File: config.mk
export PLATFORM = sky130hd
export DESIGN_NAME = nbits_seq_divider
export DESIGN_NICKNAME = d
export VERILOG_FILES = /design/src/rtl/nbits_seq_divider.sv
export SDC_FILE = /design/constraint.sdc
export NUM_CORES = 1
export LEC_CHECK = 0
export BUFFER_PORTS_ARGS = -buffer_cell sky130_fd_sc_hd__buf_2
export CORE_MARGIN = 2
export CORE_UTILIZATION = 60
export DETAILED_ROUTE_END_ITERATION = 6
export GPL_ROUTABILITY_DRIVEN = 0
export PLACE_DENSITY = 0.93
export SYNTH_ARGS = -nofsm -noshare
export SYNTH_HDL_FRONTEND = slang
export SYNTH_SLANG_ARGS = --single-unit
File: constraint.sdc
create_clock -name clk -period 4.55 [get_ports clk]
set_clock_uncertainty 0.1 [all_clocks]
set_input_delay 0.91 -clock clk [delete_from_list [all_inputs] [get_ports clk]]
set_output_delay 0.91 -clock clk [all_outputs]
set_load 0.005 [all_outputs]
File: src/rtl/nbits_seq_divider.sv
// Iterative unsigned restoring divider: one quotient bit per clock, start/done handshake.
// Optional `DIV_ZERO_FAST_EN: a zero divisor completes in one cycle without iterating.
module nbits_seq_divider #(
    parameter int N = 8
) (
    input  logic         clk,
    input  logic         rst,
    input  logic         start,
    input  logic [N-1:0] a,
    input  logic [N-1:0] b,
    output logic         busy,
    output logic         done,
    output logic [N-1:0] q,
    output logic [N-1:0] r,
    output logic         div_by_zero
);
    localparam int CW = $clog2(N);

    typedef enum logic [1:0] {
        S_IDLE = 2'd0,
        S_CALC = 2'd1,
        S_DONE = 2'd2
    } state_t;

    state_t        state_q, state_d;
    logic [N-1:0]  dvd_q, dvd_d;
    logic [N-1:0]  dvs_q, dvs_d;
    logic [N-1:0]  rem_q, rem_d;
    logic [N-1:0]  q_q, q_d;
    logic [N-1:0]  r_q, r_d;
    logic [CW-1:0] cnt_q, cnt_d;
    logic          dbz_pend_q, dbz_pend_d;
    logic          dbz_q, dbz_d;

    logic [N:0]    rem_shift;
    logic [N:0]    diff;
    logic          qbit;
    logic          last_iter;
    logic          accept;
    logic          fast_zero;

    // Trial subtract is N+1 bits wide so a divisor above 2^(N-1) cannot overflow it.
    always_comb begin
        accept    = start && (state_q != S_CALC);
`ifdef DIV_ZERO_FAST_EN
        fast_zero = accept && (b == '0);
`else
        fast_zero = 1'b0;
`endif
        rem_shift = {rem_q, dvd_q[N-1]};
        diff      = rem_shift - {1'b0, dvs_q};
        qbit      = ~diff[N];
        last_iter = (cnt_q == CW'(N - 1));
    end

    always_ff @(posedge clk or posedge rst) begin
        if (rst) begin
            state_q    <= S_IDLE;
            dvd_q      <= '0;
            dvs_q      <= '0;
            rem_q      <= '0;
            q_q        <= '0;
            r_q        <= '0;
            cnt_q      <= '0;
            dbz_pend_q <= 1'b0;
            dbz_q      <= 1'b0;
        end else begin
            state_q    <= state_d;
            dvd_q      <= dvd_d;
            dvs_q      <= dvs_d;
            rem_q      <= rem_d;
            q_q        <= q_d;
            r_q        <= r_d;
            cnt_q      <= cnt_d;
            dbz_pend_q <= dbz_pend_d;
            dbz_q      <= dbz_d;
        end
    end

    always_comb begin
        state_d = state_q;
        case (state_q)
            S_IDLE, S_DONE: begin
                if (fast_zero) begin
                    state_d = S_DONE;
                end else if (accept) begin
                    state_d = S_CALC;
                end else begin
                    state_d = S_IDLE;
                end
            end
            S_CALC:  state_d = last_iter ? S_DONE : S_CALC;
            default: state_d = S_IDLE;
        endcase
    end

    // The dividend register doubles as the quotient accumulator: bits shift out the
    // top into the remainder while quotient bits enter at the bottom.
    always_comb begin
        dvd_d      = dvd_q;
        dvs_d      = dvs_q;
        rem_d      = rem_q;
        q_d        = q_q;
        r_d        = r_q;
        cnt_d      = cnt_q;
        dbz_pend_d = dbz_pend_q;
        dbz_d      = dbz_q;
        if (accept) begin
            dvd_d      = a;
            dvs_d      = b;
            rem_d      = '0;
            cnt_d      = '0;
            dbz_pend_d = (b == '0);
            if (fast_zero) begin
                q_d   = '1;
                r_d   = a;
                dbz_d = 1'b1;
            end
        end else if (state_q == S_CALC) begin
            rem_d = qbit ? diff[N-1:0] : rem_shift[N-1:0];
            dvd_d = {dvd_q[N-2:0], qbit};
            cnt_d = cnt_q + 1'b1;
            if (last_iter) begin
                q_d   = {dvd_q[N-2:0], qbit};
                r_d   = qbit ? diff[N-1:0] : rem_shift[N-1:0];
                dbz_d = dbz_pend_q;
            end
        end
    end

    always_comb begin
        busy        = (state_q == S_CALC);
        done        = (state_q == S_DONE);
        q           = q_q;
        r           = r_q;
        div_by_zero = dbz_q;
    end
endmodule

==> run_results.csv <==
group,metric,value,unit
layout,mostFrequentLayoutCell,"dfrtp_1",
grt,grt_overflow_total,0,
sta,final.period_utilization,66.3,%
routing,firstDrtPassIters,4,
grt,antenna_found_initial,0,
layout,fillers,281,
grt,grt_pass1_wl,8180,µm
layout,seqCellArea,0.00118,mm²
clocking,cts_buffers,5,
floorplan,rows,22,
sta,rsz0062_at_grt,"false",
synthesis,synthArstFlopShare,100,%
clocking,clk_pin_slew_worst_paths,80,ps
power,power_density,815,mW/mm²
routing,drt_iter0_drc,93,
placed_design,place_hpwl,3610,µm
clocking,post_cts_buffers,0,
routing,drtAntennaViolNets,0,
clocking,tritoncts,"yes",
synthesis,synth_fp_nets,251,
critical_path,crit_fanout,26,
layout,insertedDiodeCount,0,
power,vdd_drop_max,0.407,mV
layout,drive_gt1_share,26.2,%
routing,drt_wl_total,4880,µm
critical_path,arrival,3070,ps
clocking,cts.repair.resized,0,
layout,nets,285,
grt,grt_max_degree,48,
synthesis,synth_cells,221,
layout,syn2layout_area_growth,12.8,%
critical_path,crit_required,4600,ps
sta,worst_slew_margin_rel,37.8,%
synthesis,syn_avg_cell_area,10.7,µm²
critical_path,critPathLaunchType,"flop",
floorplan,coreArea,0.00372,mm²
floorplan,initial_core_util,63.5,%
synthesis,synthDistinctLibCells,38,
power,finalPower,2.17,mW
clocking,cts_hold_buf,0,
layout,final_cell_mix,"dfrtp_1, buf_2, o21ai_0, nand2_1, mux2_2",
sta,setup_ws,1530,ps
clocking,root_buffer,"clkbuf_8",
routing,viasPerCell,5.83,
sta,hold_viol,0,
layout,final_area,0.00266,mm²
placed_design,place_area,0.00256,mm²
sta,tightestPinTransition,931,ps
clocking,cts.path.max_buffers,2,
clocking,cts.sinks,47,
placed_design,io_buffers,37,
synthesis,syn_area,0.00236,mm²
sta,post-route-min-period,3020,ps
worst_hold_path,hp-class,"reg2reg",
power,power_leakage,1.31,nW
layout,multi_input_area,0.00108,mm²
sta,whs,384,ps
synthesis,yosys_most_used_dff,"dfrtp_1",
synthesis,ys_warn_count,0,
critical_path,crit_type,"reg2reg",
sta,finalSetupTns,0,ps
floorplan,dieArea,0.00445,mm²
routing,drc_errors,0,
sta,max_freq,0.332,GHz
synthesis,synth_seq_cells,47,
floorplan,ios,38,
sta,finalMaxSlewViolations,0,
synthesis,synth_edf_count,0,
grt,grt_use_total,25.0,%
grt,grt_pass1_vias,1752,
placed_design,place_ws,1620,ps
flow_run,cap_violations,0,
critical_path,end_kind,"flop",
floorplan,fp.dieW,66.7,µm
status,status,"completed",
sta,finalSetupViolations,0,
floorplan,die_y,66.7,µm
routing,vias,1773,
synthesis,ys_seq_area_share,49.9,%
routing,wl_per_cell,16.1,µm
clocking,clock_latency,300,ps
clocking,cts_max_level,2,
[flip-flops by register name (all words and copies together), names as in the netlist]
name and flops:
cnt_q 3, div_by_zero 1, state_q 2, q 8, rem_q 8, dbz_pend_q 1, r 8, dvs_q 8
dvd_q 8
[area by class of cell]
class | count | share of cell area, %
Sequential cell | 47 | 44.2
Multi-Input combinational cell | 148 | 40.4
Timing Repair Buffer | 37 | 6.96
Clock buffer | 7 | 3.62
Inverter | 16 | 2.26
Tap cell | 48 | 2.26
Clock inverter | 1 | 0.282
[worst max-delay path: stages, from the launching register on]
cell and delay (ps):
dfrtp_1 400, nand2b_1 470, inv_1 590, nand2_1 670, and2_1 410, a31oi_1 140
o31ai_1 90
[Yosys cell counts, drive strengths merged (2+ instances only)]
master / count / area share (%)
o211ai: 2 / 0.64
nand3: 8 / 1.7
nand2: 24 / 3.8
nor2: 4 / 0.64
mux2: 17 / 8.3
inv: 16 / 2.5
dfrtp: 47 / 50
o31ai: 2 / 0.64
nor4: 2 / 0.53
a2111o: 2 / 0.95
a31oi: 2 / 0.53
nand2b: 3 / 0.80
nor2b: 3 / 0.80
a211oi: 3 / 1.2
mux2i: 13 / 5.5
o21ai: 30 / 6.7
a21oi: 7 / 1.5
ha: 10 / 5.3
clkbuf: 9 / 1.5
xor2: 4 / 1.5
[per-layer routing]
layer | GRT usage (%) | vias to the layer above | wire (µm)
li1 | - | 850 | -
met1 | 32.4 | 859 | 2080
met2 | 42.5 | 55 | 2450
met3 | 5.07 | 9 | 262
met4 | 6.89 | 0 | 89
met5 | 0 | - | 0
[report_power, final]
group          total (mW)  switching, mW  internal, mW
clock network       0.275          0.137         0.138
logic                1.14          0.646         0.498
registers           0.749          0.132         0.617
[cells by family (layout without fill, tap and decap cells)]
logic type	Yosys count	in the layout	share of synthesized area, %
adders and majority gates	11	11	6.15
muxes	30	30	13.8
buffers and inverters	26	61	4.51
AOI/OAI and AO/OA	55	55	14.7
DFF	47	47	49.9
and+or+nand+nor	47	47	9.13
xor gates and xnor gates	5	5	1.86
[worst paths after layout]
kind | end | from | slack, ps | depth (start not counted)
worst min register to register | r[0] | r[0] | 380 | 2
max in group asynchronous | dvd_q[3] | rst | 3070 | 2
worst max-delay path | r[7] | state_q[1] | 1530 | 6
min in group asynchronous | dvs_q[2] | rst | 710 | 2
worst max register to register | r[7] | state_q[1] | 1530 | 6
worst min-delay path | r[0] | r[0] | 380 | 2
[per-stage QoR]
stage / instances / util, %
6_report: 304 / 71.6
4_1_cts: 304 / 71.6
3_5_place_dp: 296 / 68.8
2_1_floorplan: 221 / -
3_3_place_gp: 296 / 68.8
5_1_grt: 304 / 71.6
No activity file was read; power rests on OpenSTA's default activity.
